### src/rtl/t5_fetch_pkg.sv
// Shared definitions for the t5 barrel fetch stage and its neighbours.
package t5_fetch_pkg;

    localparam int unsigned XLEN_DEF      = 32;
    localparam int unsigned HART_W        = 2;
    localparam int unsigned NHART         = 4;
    localparam logic [31:0] RESET_VEC_DEF = 32'h0000_0000;

    // Word-PC width for a given XLEN (hart ID occupies the low bits).
    localparam int unsigned WPC_W_DEF = XLEN_DEF - HART_W;

    typedef logic [HART_W-1:0] hart_t;

endpackage

### src/rtl/t5_pcfile.sv
// Four-entry word-PC file: one read port with redirect bypass,
// one increment write and one redirect write (redirect has priority).
module t5_pcfile
    import t5_fetch_pkg::*;
#(
    parameter int unsigned      WPC_W   = WPC_W_DEF,
    parameter logic [WPC_W-1:0] RST_WPC = '0
) (
    input  logic             clk,
    input  logic             rst,
    input  hart_t            rd_idx,
    output logic [WPC_W-1:0] rd_data,
    input  logic             inc_en,
    input  hart_t            inc_idx,
    input  logic [WPC_W-1:0] inc_data,
    input  logic             rdr_en,
    input  hart_t            rdr_idx,
    input  logic [WPC_W-1:0] rdr_data
);

    logic [WPC_W-1:0] pcr [NHART];

    // PC storage; the redirect write is issued last so it overrides a same-hart increment.
    always_ff @(posedge clk) begin
        if (rst) begin
            for (int i = 0; i < int'(NHART); i++) begin
                pcr[i] <= RST_WPC;
            end
        end else begin
            if (inc_en) begin
                pcr[inc_idx] <= inc_data;
            end
            if (rdr_en) begin
                pcr[rdr_idx] <= rdr_data;
            end
        end
    end

    // Read port with same-cycle redirect bypass.
    always_comb begin
        rd_data = pcr[rd_idx];
        if (rdr_en && (rdr_idx == rd_idx)) begin
            rd_data = rdr_data;
        end
    end

endmodule

### src/rtl/t5_fetch.sv
// Barrel fetch stage: one slot per hart in strict round-robin order.
module t5_fetch
    import t5_fetch_pkg::*;
#(
    parameter int unsigned     XLEN      = XLEN_DEF,
    parameter logic [XLEN-1:0] RESET_VEC = XLEN'(RESET_VEC_DEF)
) (
    input  logic              sclk,
    input  logic              srst,
    input  logic              sena,
    input  logic [NHART-1:0]  hena,
    input  logic              iack,
    input  logic [XLEN-1:0]   idat,
    input  logic              bra,
    input  logic [XLEN-1:0]   bpc,
    output logic [XLEN-1:0]   iadr,
    output logic              istb,
    output logic [XLEN-1:0]   fpc,
    output logic              fhit
);

    localparam int unsigned      WPC_W   = XLEN - HART_W;
    localparam logic [WPC_W-1:0] RST_WPC = RESET_VEC[XLEN-1:HART_W];

    hart_t            cur_hart;
    hart_t            nxt_hart;
    hart_t            bra_hart;
    logic [WPC_W-1:0] cur_wpc;
    logic [WPC_W-1:0] nxt_wpc;
    logic [WPC_W-1:0] inc_wpc;
    logic [WPC_W-1:0] bra_wpc;
    logic             retire;
    logic             unused_idat;

    // The instruction word goes straight to decode alongside fpc/fhit.
    assign unused_idat = ^idat;

    assign cur_hart = fpc[HART_W-1:0];
    assign cur_wpc  = fpc[XLEN-1:HART_W];
    assign nxt_hart = cur_hart + HART_W'(1);
    assign bra_hart = bpc[HART_W-1:0];
    assign bra_wpc  = bpc[XLEN-1:HART_W];
    assign inc_wpc  = cur_wpc + WPC_W'(1);

    // Request and hit are combinational so a reset drops the strobe immediately.
    assign istb   = hena[cur_hart] & ~srst;
    assign iadr   = {cur_wpc, HART_W'(0)};
    assign fhit   = istb & iack;
    assign retire = sena & (iack | ~istb);

    t5_pcfile #(
        .WPC_W   (WPC_W),
        .RST_WPC (RST_WPC)
    ) u_pcfile (
        .clk      (sclk),
        .rst      (srst),
        .rd_idx   (nxt_hart),
        .rd_data  (nxt_wpc),
        .inc_en   (retire & fhit),
        .inc_idx  (cur_hart),
        .inc_data (inc_wpc),
        .rdr_en   (bra),
        .rdr_idx  (bra_hart),
        .rdr_data (bra_wpc)
    );

    // Slot register: advance to the next hart when the current slot retires.
    always_ff @(posedge sclk) begin
        if (srst) begin
            fpc <= {RST_WPC, HART_W'(0)};
        end else if (retire) begin
            fpc <= {nxt_wpc, nxt_hart};
        end
    end

endmodule

### config.mk
export PLATFORM = sky130hd
export DESIGN_NAME = t5_fetch
export DESIGN_NICKNAME = d
export VERILOG_FILES = /design/src/rtl/t5_fetch_pkg.sv /design/src/rtl/t5_pcfile.sv /design/src/rtl/t5_fetch.sv
export SDC_FILE = /design/constraint.sdc
export NUM_CORES = 1
export LEC_CHECK = 0
export ABC_AREA = 1
export BUFFER_PORTS_ARGS = -buffer_cell sky130_fd_sc_hd__buf_4
export CAP_MARGIN = 20
export CORE_MARGIN = 4
export CORE_UTILIZATION = 49
export CTS_CLUSTER_DIAMETER = 150
export DETAILED_ROUTE_END_ITERATION = 6
export HOLD_SLACK_MARGIN = 0.08
export PLACE_DENSITY = 0.77
export SYNTH_ARGS = -nofsm -noshare
export SYNTH_HDL_FRONTEND = slang
export SYNTH_SLANG_ARGS = --single-unit
export TNS_END_PERCENT = 10
### constraint.sdc
create_clock -name sclk -period 3.2 [get_ports sclk]
set_clock_uncertainty 0.2 [all_clocks]
set_input_delay 0.32 -clock sclk [delete_from_list [all_inputs] [get_ports sclk]]
set_output_delay 0.32 -clock sclk [all_outputs]
set_load 0.02 [all_outputs]
# Word-level counts from Yosys, hierarchy flattened
# Memories as Yosys holds them, arrays and structs flattened. A register that Yosys moved wholly into a read port is not among the register bits.
# Index checks and enable logic that the tools add are counted.
[word_totals] register_bits=32 latchBits=0 mem_bits_rw=120 mem_bits_ro=0 in_bits=73 out_inout_bits=66 elab_cells=33 mem_count=1
[memory_table] name="u_pcfile.pcr" words=4 width=30 rd=1 rd_ports_with_merged_regs=1 write_ports=4 line="t5_pcfile.sv:21" text="logic [WPC_W-1:0] pcr [NHART];"
[op_classes] addsub=2 n_mul=0 n_div=0 order_cmp=1 eq_ne=1 n_shift=0 mux=17 n_bitwise=7 reduce_logical=3
[ops] operator="$mux 30" count=3
[ops] operator="$reduce_or 30->1" count=2
[ops] operator="$add 30x1->30 const B" count=1
[ops] operator="$mux 1" count=11
[ops] operator="$and 1x1->1" count=4
[ops] operator="$mux 2" count=2
[ops] operator="$lt 2x3->1 const B" count=1
[ops] operator="$add 2x1->2 const B" count=1
[ops] operator="$bmux 1 s2" count=1
[ops] operator="$eq 2x2->1" count=1
[ops] operator="$not 1->1" count=2
[ops] operator="$logic_and 1x1->1" count=1
[ops] operator="$or 1x1->1" count=1

# Longest topological paths before layout
# Gate-level depths: netlist of the first run.
[logic_depth] word_depth=12 mapped_depth=13 ltp_nobuf=11

# Modules after synthesis
# Synthesis of the first run repeated with hierarchy kept, for this count alone.
[unflattened] cells_unflattened=1483 area_unflattened_um2=9997.1
[modules_own_cells] module="t5_pcfile" n_inst=1 cells_per_inst=1064 area_each_um2=7484.7 seq_area_each_um2=3603.5
[modules_own_cells] module="t5_fetch" n_inst=1 cells_per_inst=419 area_each_um2=2512.4 seq_area_each_um2=640.6

# Least setup slack after synthesis of the first run
# OpenSTA, ideal clock, no wires.
[synth_path] path_kind="register to register" startpoint="reg fpc[0]" endpoint="mem u_pcfile.pcr[0][0] (netlist bit), enable pin" setup_ns=0.426 t_arrival_ns=2.718 required_time_ns=2.574 setup_slack_ns=-0.144 stages_incl_launch_ff=9 n_path_buf=2 synth_period_minus_slack_ns=3.344 cell_sequence="dfxtp_1 -> buf_4 -> inv_2 -> nand2_1 -> nand3_1 -> nand2_2 -> nand4_4 -> buf_2 -> o211ai_1"
[synth_rtl] element="start, declared" line="t5_fetch.sv:18" text="output logic [XLEN-1:0] fpc,"
[synth_rtl] element="start signal, assigned" line="t5_fetch.sv:70" text="fpc <= {RST_WPC, HART_W'(0)};"
[synth_rtl] element="start signal, assigned" line="t5_fetch.sv:72" text="fpc <= {nxt_wpc, nxt_hart};"
[synth_rtl] element="end, declared" line="t5_pcfile.sv:21"

==> results of run 1 <==
## sequential cells by signal, indices dropped and copies added, names as in the netlist
| signal | flops |
|---|---|
| u_pcfile.pcr | 120 |
| fpc | 32 |
## critical path, stage by stage, from the launching register on
cell and delay, ns:
dfxtp_4 0.44, inv_4 0.07, nand2_1 0.06, nand3_1 0.07, nand2_2 0.14, nand4_4 0.37
nor3_4 0.71, buf_4 0.38, nand2_1 0.10, nand2_1 0.07
## kinds of logic (layout without fill, tap and decap cells)
family,Yosys count,in the layout
buffers and inverters,145,250
AOI/OAI and AO/OA,44,44
DFF,152,152
other,1,2
xor gates and xnor gates,14,14
adders and majority gates,1,1
and+or+nand+nor,872,872
## layout make-up
type | count | area share (%)
flip-flops and latches | 152 | 40.5
multi-input cells | 933 | 37.1
inverters | 57 | 2.06
well taps | 225 | 2.68
clock buffers | 21 | 4.29
clock inverters | 11 | 0.941
repair buffers | 161 | 12.5
## synth_stat cells (all sizes together) (2+ instances only)
cell type,n
inv,56
nand2,680
nor3,4
a22oi,26
clkbuf,23
o22ai,2
dfxtp,32
nand4,21
o21ai,10
nand3,20
nor2,145
edfxtp,120
o211ai,4
buf,65
xor2,14
## power by group
group | internal (mW) | leakage (nW) | switching (mW)
Clock | 1.09 | 0.263 | 0.810
Combinational | 0.331 | 3.06 | 0.639
Sequential | 2.26 | 1.52 | 0.104
## stage by stage
step           hold slack (ns)  worst slack [ns]  cells  cell area (µm²)  util, %
5_1_grt                  0.328             0.390   1560            10500     60.1
3_5_place_dp             0.380             0.536   1498             9650     55.2
3_3_place_gp             0.365             0.578   1498             9650     55.2
4_1_cts                  0.300             0.514   1560            10500     60.1
6_report                 0.311             0.461   1560            10500     60.1
2_1_floorplan            0.306           0.00537   1230             8860        -
## per-layer routing
layer	up-vias	track usage, %	wire length (µm)
li1	4022	-	-
met5	-	0	0
met2	565	44.9	13100
met4	0	9.75	721
met3	64	5.85	3600
met1	3799	35.2	10300
## path summary, 6_finish.rpt
| path | start | to | slack [ns] | cells after the start |
|---|---|---|---|---|
| min reg2reg | fpc[1] | fpc[1] | 0.39 | 2 |
| max | fpc[0] | u_pcfile.pcr[2][19] | 0.46 | 9 |
| max reg2reg | fpc[0] | u_pcfile.pcr[2][19] | 0.46 | 9 |
| min | bpc[1] | u_pcfile.pcr[1][5] | 0.31 | 5 |
==> qor.txt, run 1 <==
crit end category -> flip-flop
DRC marker count from the first detailed-route iteration -> 1126
Data arrival, critical path -> 2.85 ns
Congestion Overflow GR -> 0
Async SR Flop Fraction -> 0%
Synth Area in Compound Gates -> 3.40%
Seq cells post-synth -> 152
gr usage total -> 27.1%
Max Slew Vio Count -> 0
post-synth top area share -> 40.8%
htree depth -> 4
outcome -> completed
max cap viols -> 0
vias in the first global route -> 7787
initial core utilization -> 50.6%
Syn. warnings -> 0
Max Fclk -> 365 MHz
largest family of logic cells by synthesized area -> simple AND/OR/NAND/NOR gates
Mapped Avg Cell Area -> 7.19 µm²
half-perimeter wire length after placement -> 17.9 mm
area of the multi-input gates -> 3890 µm²
Cell variety after synth -> 32
Least-Margin Pin Slew -> 0.716 ns
largest net degree at the start of global routing -> 40
Clock Latency Late Sink -> 0.43 ns
min Tclk post-route -> 2.74 ns
adder and majority gate portion of the synthesized area -> 0.142%
VDD IR max -> 0.370 mV
XOR/XNOR Fraction of Synth Area -> 1.39%
CTS hold repair buffers -> 30
endpoints failing hold -> 0
most frequent cells in the layout -> nand2_1 (678), nor2_1 (135), buf_4 (129), edfxtp_1 (120), inv_1 (54)
routability cong. -> 0.953
DRC Markers -> 0
WL/cell -> 17.8 µm
Total Wirelength -> 27.7 mm
pwr/cell area -> 499 nW/µm²
CTS buffer count -> 17
Cells after Synth -> 1229
die height -> 142 µm
mux contribution to synthesized area -> 0%
Synth Cell Area -> 8840 µm²
Post-synth EDFFs -> 120
Core Area -> 17500 µm²
commonest non-fill, non-tap cell in the layout -> nand2_1
Fillers -> 1510
routed vias -> 8450
Hold WC Path Type -> in -> reg
leading area contributor after synthesis -> edfxtp_1
clock root buffer -> clkbuf_16
Std-Cell Rows -> 48
RSZ-0062 raised after global routing -> no
post_cts resized -> 0
flip-flop and latch area -> 4250 µm²
Worst-path clk slew -> 0.06 ns
first-pass GRT wire length -> 41.9 mm
CP Class -> reg -> reg
Area growth, synth to finish -> 18.8%
initial antenna violation count -> 0
data required time of the critical path -> 3.31 ns
Antenna Cells -> 0
Tcrit/Tclk final -> 85.6%
Max transition margin -> 52.1%
P_leak -> 4.84 nW
DRT Pass-1 Iters -> 6
Post-Synth Simple-Gate Area -> 38.6%
Via density -> 5.42
die area -> 20300 µm²
ys flop type -> edfxtp_1
Buffers on Ports -> 104
Post-DRT Antenna Nets -> 0
largest cells by area after synthesis -> edfxtp_1 (41%), nand2_1 (29%), dfxtp_1 (7.2%), nor2_1 (6.0%), buf_4 (3.4%)
CTS tree -> yes
Layout Nets -> 1396
post-synthesis sequential area ratio -> 48.0%
total I/O pin count -> 139
clk buf depth -> 2
setup TNS -> 0 ns
share of layout cells above drive strength 1 -> 13.6%
crit-path max FO -> 22
Sink Count -> 152
final setup fails -> 0
total power draw -> 5.24 mW
Die X -> 142 µm
Post-CTS Setup Bufs -> 0
critical path launch point type -> flip-flop
Note: power is estimated with default switching activity, not from simulation.
==> run 2, diff against run 1 <==
--- a/config.mk
+++ b/config.mk
@@ -8,12 +8,14 @@
 export ABC_AREA = 1
 export BUFFER_PORTS_ARGS = -buffer_cell sky130_fd_sc_hd__buf_4
 export CAP_MARGIN = 20
+export CELL_PAD_IN_SITES_DETAIL_PLACEMENT = 1
+export CELL_PAD_IN_SITES_GLOBAL_PLACEMENT = 1
 export CORE_MARGIN = 4
-export CORE_UTILIZATION = 49
+export CORE_UTILIZATION = 37
 export CTS_CLUSTER_DIAMETER = 150
 export DETAILED_ROUTE_END_ITERATION = 6
 export HOLD_SLACK_MARGIN = 0.08
-export PLACE_DENSITY = 0.77
+export PLACE_DENSITY = 0.8
 export SYNTH_ARGS = -nofsm -noshare
 export SYNTH_HDL_FRONTEND = slang
 export SYNTH_SLANG_ARGS = --single-unit
==> qor.txt, run 2 (synthesis gave the netlist of run 1 again) <==
outcome -> completed (unchanged)
slowest stage delay, CP -> 0.46 ns (was 0.71 ns)
Area growth, synth to finish -> 21.4% (was 18.8%)
Max Slew Vio Count -> 0 (unchanged)
gr usage total -> 25.3% (was 27.1%)
share of layout cells above drive strength 1 -> 14.5% (was 13.6%)
CTS buffer count -> 17 (unchanged)
worst slack, placed -> 0.672 ns (was 0.536 ns)
Post-CTS Setup Bufs -> 0 (unchanged)
die area -> 26400 µm² (was 20300 µm²)
top sig layer -> met4 (unchanged)
Max transition margin -> 54.3% (was 52.1%)
pwr/cell area -> 505 nW/µm² (was 499 nW/µm²)
Hold WC Path Type -> in -> reg (unchanged)
DRT Pass-1 Iters -> 5 (was 6)
Fillers -> 2942 (was 1510)
crit end category -> flip-flop (unchanged)
setup TNS -> 0 ns (unchanged)
max cap viols -> 0 (unchanged)
Core Area -> 23500 µm² (was 17500 µm²)
total I/O pin count -> 139 (unchanged)
most frequent cells in the layout -> nand2_1 (678), buf_4 (139), nor2_1 (135), edfxtp_1 (120), inv_1 (54) (was nand2_1 (678), nor2_1 (135), buf_4 (129), edfxtp_1 (120), inv_1 (54))
Post-DRT Antenna Nets -> 0 (unchanged)
Data arrival, critical path -> 2.61 ns (was 2.85 ns)
min Tclk post-route -> 2.62 ns (was 2.74 ns)
crit path cell chain -> ha_1, nand3_2, inv_1, nand2_1, nor2_1, xor2_1, nor2_1, nand2_1, nand2_1 (was inv_4, nand2_1, nand3_1, nand2_2, nand4_4, nor3_4, buf_4, nand2_1, nand2_1)
Total Wirelength -> 33.3 mm (was 27.7 mm)
fin area -> 10700 µm² (was 10500 µm²)
Die X -> 163 µm (was 142 µm)
vias in the first global route -> 8887 (was 7787)
Layout Nets -> 1406 (was 1396)
Biggest register -> u_pcfile.pcr (unchanged)
Placed Cells -> 1602 (was 1498)
clk buf depth -> 2 (unchanged)
RSZ-0062 raised after global routing -> no (unchanged)
final setup fails -> 0 (unchanged)
wire length on met3 -> 2.52 mm (was 3.60 mm)
Std-Cell Rows -> 56 (was 48)
M1 WL -> 13.8 mm (was 10.3 mm)
DP Area -> 9840 µm² (was 9650 µm²)
half-perimeter wire length after placement -> 22.9 mm (was 17.9 mm)
Antenna Cells -> 0 (unchanged)
Worst Path Buf+Inv -> 1 (was 2)
crit-path max FO -> 6 (was 22)
Congestion Overflow GR -> 0 (unchanged)
die height -> 163 µm (was 142 µm)
clock root buffer -> clkbuf_16 (unchanged)
routability cong. -> 0.872 (was 0.953)
initial antenna violation count -> 0 (unchanged)
final core utilization -> 45.7% (was 60.1%)
critical path launch point type -> flip-flop (unchanged)
CP Class -> reg -> reg (unchanged)
commonest non-fill, non-tap cell in the layout -> nand2_1 (unchanged)
data required time of the critical path -> 3.19 ns (was 3.31 ns)
Worst-path clk slew -> 0.06 ns (about the same)
DRC Markers -> 0 (unchanged)
biggest regs -> u_pcfile.pcr: 120 flops, fpc: 32 flops (unchanged)
first-pass GRT wire length -> 51.0 mm (was 41.9 mm)
Tcrit/Tclk final -> 81.8% (was 85.6%)
CP top delay family -> simple AND/OR/NAND/NOR gates (unchanged)
DRC marker count from the first detailed-route iteration -> 845 (was 1126)
Clock Latency Late Sink -> 0.44 ns (was 0.43 ns)
endpoints failing hold -> 0 (unchanged)
fin cells -> 1664 (was 1560)
htree depth -> 4 (unchanged)
routed vias -> 8808 (was 8450)
Least-Margin Pin Slew -> 0.685 ns (was 0.716 ns)
Max Fclk -> 382 MHz (was 365 MHz)
Crit-path slowest cell -> dfxtp_1 (was nor3_4)
met2 wire len -> 16.0 mm (was 13.1 mm)
Buffers on Ports -> 104 (unchanged)
Via density -> 5.29 (was 5.42)
initial core utilization -> 37.7% (was 50.6%)
Sink Count -> 152 (unchanged)
fin worst setup slack -> 0.582 ns (was 0.461 ns)
P_leak -> 4.93 nW (was 4.84 nW)
max FFs per register -> 120 (unchanged)
VDD IR max -> 0.384 mV (was 0.370 mV)
WL/cell -> 20.0 µm (was 17.8 µm)
CTS tree -> yes (unchanged)
most frequent CP cell -> nand2_1 (unchanged)
largest net degree at the start of global routing -> 39 (was 40)
[run 2: area by class of cell]
cell class / instances / area (µm²) / area share [%]
Tap cell: 319 / 399 / 3.72
Timing Repair Buffer: 171 / 1380 / 12.9
Multi-Input combinational cell: 933 / 3890 / 36.3
Clock inverter: 12 / 101 / 0.944
Clock buffer: 20 / 489 / 4.56
Sequential cell: 152 / 4250 / 39.6
Inverter: 57 / 216 / 2.02
[run 2: stage by stage]
step                      hold WS, ns  power [mW]
after floorplan                 0.306        2.97
after global placement          0.384        3.35
after detailed placement        0.401        3.38
after CTS                       0.247        5.41
after global routing            0.310        5.61
final                           0.260        5.42
[run 2: worst reg2reg max path: stages, from the launching register on]
cell and delay [ns]:
dfxtp_1 0.46, ha_1 0.33, nand3_2 0.15, inv_1 0.18, nand2_1 0.15, nor2_1 0.36, xor2_1 0.29, nor2_1 0.13
nand2_1 0.09, nand2_1 0.06
[run 2: final timing paths]
| kind | from | end | slack [ns] | depth (start not counted) |
|---|---|---|---|---|
| min reg2reg | fpc[31] | fpc[31] | 0.41 | 4 |
| max | fpc[3] | u_pcfile.pcr[1][10] | 0.58 | 9 |
| min | bpc[1] | u_pcfile.pcr[1][28] | 0.26 | 5 |
| max reg2reg | fpc[3] | u_pcfile.pcr[1][10] | 0.58 | 9 |
[run 2: per-layer routing]
layer	track usage (%)	vias up
met5	0	-
met1	32.8	4314
met2	42.9	382
li1	-	4045
met3	3.97	67
met4	9.26	0
[run 2: power by group]
part           switching (mW)  leakage [nW]  internal [mW]  total (mW)
clock network           0.895         0.296           1.13        2.02
registers               0.108          1.52           2.26        2.37
logic                   0.683          3.11          0.338        1.02
[run 2: what timing repair did]
action / CTS / global route
resized for setup: 0 / 0
endpoints found under the hold margin: 127 / 0
hold buffers: 30 / 0
==> run 3, diff against run 2 <==
--- a/config.mk
+++ b/config.mk
@@ -11,11 +11,11 @@
 export CELL_PAD_IN_SITES_DETAIL_PLACEMENT = 1
 export CELL_PAD_IN_SITES_GLOBAL_PLACEMENT = 1
 export CORE_MARGIN = 4
-export CORE_UTILIZATION = 37
+export CORE_UTILIZATION = 41
 export CTS_CLUSTER_DIAMETER = 150
 export DETAILED_ROUTE_END_ITERATION = 6
 export HOLD_SLACK_MARGIN = 0.08
-export PLACE_DENSITY = 0.8
+export PLACE_DENSITY = 0.84
 export SYNTH_ARGS = -nofsm -noshare
 export SYNTH_HDL_FRONTEND = slang
 export SYNTH_SLANG_ARGS = --single-unit
==> constraint.sdc (replaced) <==
create_clock -name sclk -period 2.5 [get_ports sclk]
set_clock_uncertainty 0.2 [all_clocks]
set_input_delay 0.25 -clock sclk [delete_from_list [all_inputs] [get_ports sclk]]
set_output_delay 0.25 -clock sclk [all_outputs]
set_load 0.02 [all_outputs]
==> qor.txt, run 3 (synthesis gave the netlist of run 1 again) <==
outcome -> completed (unchanged)
Data arrival, critical path -> 2.27 ns (was 2.61 ns)
share of layout cells above drive strength 1 -> 15.0% (was 14.5%)
crit path cell chain -> inv_4, nand2_1, nand3_1, nand2_2, nand4_4, buf_4, o211ai_1, buf_12 (was ha_1, nand3_2, inv_1, nand2_1, nor2_1, xor2_1, nor2_1, nand2_1, nand2_1)
crit end category -> flip-flop (unchanged)
Post-DRT Antenna Nets -> 0 (unchanged)
Hold Path Depth -> 5 (unchanged)
CTS buffer count -> 17 (unchanged)
VDD IR max -> 0.443 mV (was 0.384 mV)
fin cells -> 1628 (was 1664)
initial core utilization -> 41.9% (was 37.7%)
worst slack, placed -> 0.105 ns (was 0.672 ns)
vias in the first global route -> 9232 (was 8887)
Die X -> 155 µm (was 163 µm)
Placed Cells -> 1563 (was 1602)
P_leak -> 4.96 nW (was 4.93 nW)
first-pass GRT wire length -> 51.4 mm (was 51.0 mm)
Worst-path clk slew -> 0.07 ns (was 0.06 ns)
Congestion Overflow GR -> 0 (unchanged)
Cell Int Power -> 4.92 mW (was 3.73 mW)
endpoints failing hold -> 0 (unchanged)
Logic pwr share -> 19.2% (was 18.9%)
Crit. path cell count -> 8 (was 9)
pwr/cell area -> 651 nW/µm² (was 505 nW/µm²)
reg2reg setup slack -> 0.15 ns (was 0.58 ns)
final core utilization -> 51.1% (was 45.7%)
routed vias -> 8917 (was 8808)
DRT Pass-1 Iters -> 7 (was 5)
CP top delay family -> buffers and inverters (was simple AND/OR/NAND/NOR gates)
initial antenna violation count -> 0 (unchanged)
commonest non-fill, non-tap cell in the layout -> nand2_1 (unchanged)
Clock Power Share -> 37.8% (was 37.4%)
Sink Count -> 152 (unchanged)
clk buf depth -> 2 (unchanged)
largest net degree at the start of global routing -> 40 (was 39)
crit-path max FO -> 28 (was 6)
die height -> 155 µm (was 163 µm)
DRC Markers -> 0 (unchanged)
R2R depth -> 8 (was 9)
biggest regs -> u_pcfile.pcr: 120 flops, fpc: 32 flops (unchanged)
Buffers on Ports -> 104 (unchanged)
Via density -> 5.48 (was 5.29)
Psw -> 2.11 mW (was 1.69 mW)
Biggest register -> u_pcfile.pcr (unchanged)
Max Slew Vio Count -> 0 (unchanged)
die area -> 24000 µm² (was 26400 µm²)
Clock Latency Late Sink -> 0.44 ns (about the same)
RSZ-0062 raised after global routing -> yes (was no)
final setup fails -> 0 (unchanged)
routability cong. -> 0.866 (was 0.872)
slowest stage delay, CP -> 0.40 ns (was 0.46 ns)
DRC marker count from the first detailed-route iteration -> 806 (was 845)
min Tclk post-route -> 2.35 ns (was 2.62 ns)
clock root buffer -> clkbuf_16 (unchanged)
Worst Path Buf+Inv -> 3 (was 1)
max cap viols -> 0 (unchanged)
Std-Cell Rows -> 53 (was 56)
fin worst setup slack -> 0.146 ns (was 0.582 ns)
area of the multi-input gates -> 3900 µm² (was 3890 µm²)
htree depth -> 4 (unchanged)
flip-flop and latch area -> 4250 µm² (unchanged)
most frequent cells in the layout -> nand2_1 (678), buf_4 (143), nor2_1 (132), edfxtp_1 (120), inv_1 (54) (was nand2_1 (678), buf_4 (139), nor2_1 (135), edfxtp_1 (120), inv_1 (54))
WL/cell -> 20.7 µm (was 20.0 µm)
gr usage total -> 28.1% (was 25.3%)
Max Fclk -> 425 MHz (was 382 MHz)
total I/O pin count -> 139 (unchanged)
Core Area -> 21100 µm² (was 23500 µm²)
Least-Margin Pin Slew -> 0.694 ns (was 0.685 ns)
Layout Nets -> 1414 (was 1406)
data required time of the critical path -> 2.42 ns (was 3.19 ns)
Sw Share -> 30.0% (was 31.1%)
half-perimeter wire length after placement -> 22.3 mm (was 22.9 mm)
critical path launch point type -> flip-flop (unchanged)
CP Class -> reg -> reg (unchanged)
max FFs per register -> 120 (unchanged)
Seq pwr share -> 43.0% (was 43.8%)
Hold WC Path Type -> in -> reg (unchanged)
Crit-path slowest cell -> o211ai_1 (was dfxtp_1)
total power draw -> 7.02 mW (was 5.42 mW)
Area growth, synth to finish -> 22.0% (was 21.4%)
CTS tree -> yes (unchanged)
Tcrit/Tclk final -> 94.2% (was 81.8%)
Total Wirelength -> 33.7 mm (was 33.3 mm)
Antenna Cells -> 0 (unchanged)
Fillers -> 2676 (was 2942)
Max transition margin -> 53.6% (was 54.3%)
[run 3: power groups by stage]
stage / Combinational [mW] / Sequential [mW] / Clock [mW]
5_1_grt: 1.45 / 3.04 / 2.76
4_1_cts: 1.33 / 3.02 / 2.66
3_3_place_gp: 1.24 / 3.06 / 0
3_5_place_dp: 1.28 / 3.07 / 0
2_1_floorplan: 0.704 / 3.10 / 0
6_report: 1.35 / 3.02 / 2.65
[run 3: layer usage]
layer  part of all wire (%)  vias to the layer above  track usage, %  wire length, µm
met5                      0                        -               0                0
met4                    3.1                        0            11.9             1040
met3                    9.1                       82            3.55             3080
met2                     48                      473            47.7            16200
met1                     40                     4308            36.1            13400
li1                       -                     4054               -                -
[run 3: area by class of cell]
type	instances	share of cell area, %
Multi-Input combinational cell	933	36.2
Tap cell	275	3.19
Clock buffer	19	4.01
Sequential cell	152	39.4
Timing Repair Buffer	179	13.8
Inverter	57	2.01
Clock inverter	13	1.43
[run 3: worst paths after layout]
kind / from / to
hold / removal: bpc[1] / u_pcfile.pcr[1][28]
setup / recovery: fpc[0] / u_pcfile.pcr[3][8]
setup reg to reg: fpc[0] / u_pcfile.pcr[3][8]
hold reg to reg: fpc[0] / fpc[0]
[run 3: per-stage QoR]
step / hold WS [ns] / TNS, ns / instance area, µm²
finish: 0.192 / 0 / 10800
CTS: 0.180 / 0 / 10800
detailed placement: 0.334 / 0 / 9860
floorplan: 0.236 / -82.08 / 8860
global placement: 0.319 / 0 / 9860
global route: 0.220 / -0.00821 / 10800
[run 3: worst min-delay path: cells and delay by family]
kind	cells	cell delay, ns
and+or+nand+nor	3	0.24
buffers and inverters	2	0.21
[run 3: timing repair]
action                                  4_1_cts  5_1_grt
hold buffers                                 30        0
setup buffers                                 0        3
gates resized for setup                       0        4
endpoints found under the setup margin        0       29
endpoints found under the hold margin       140        0
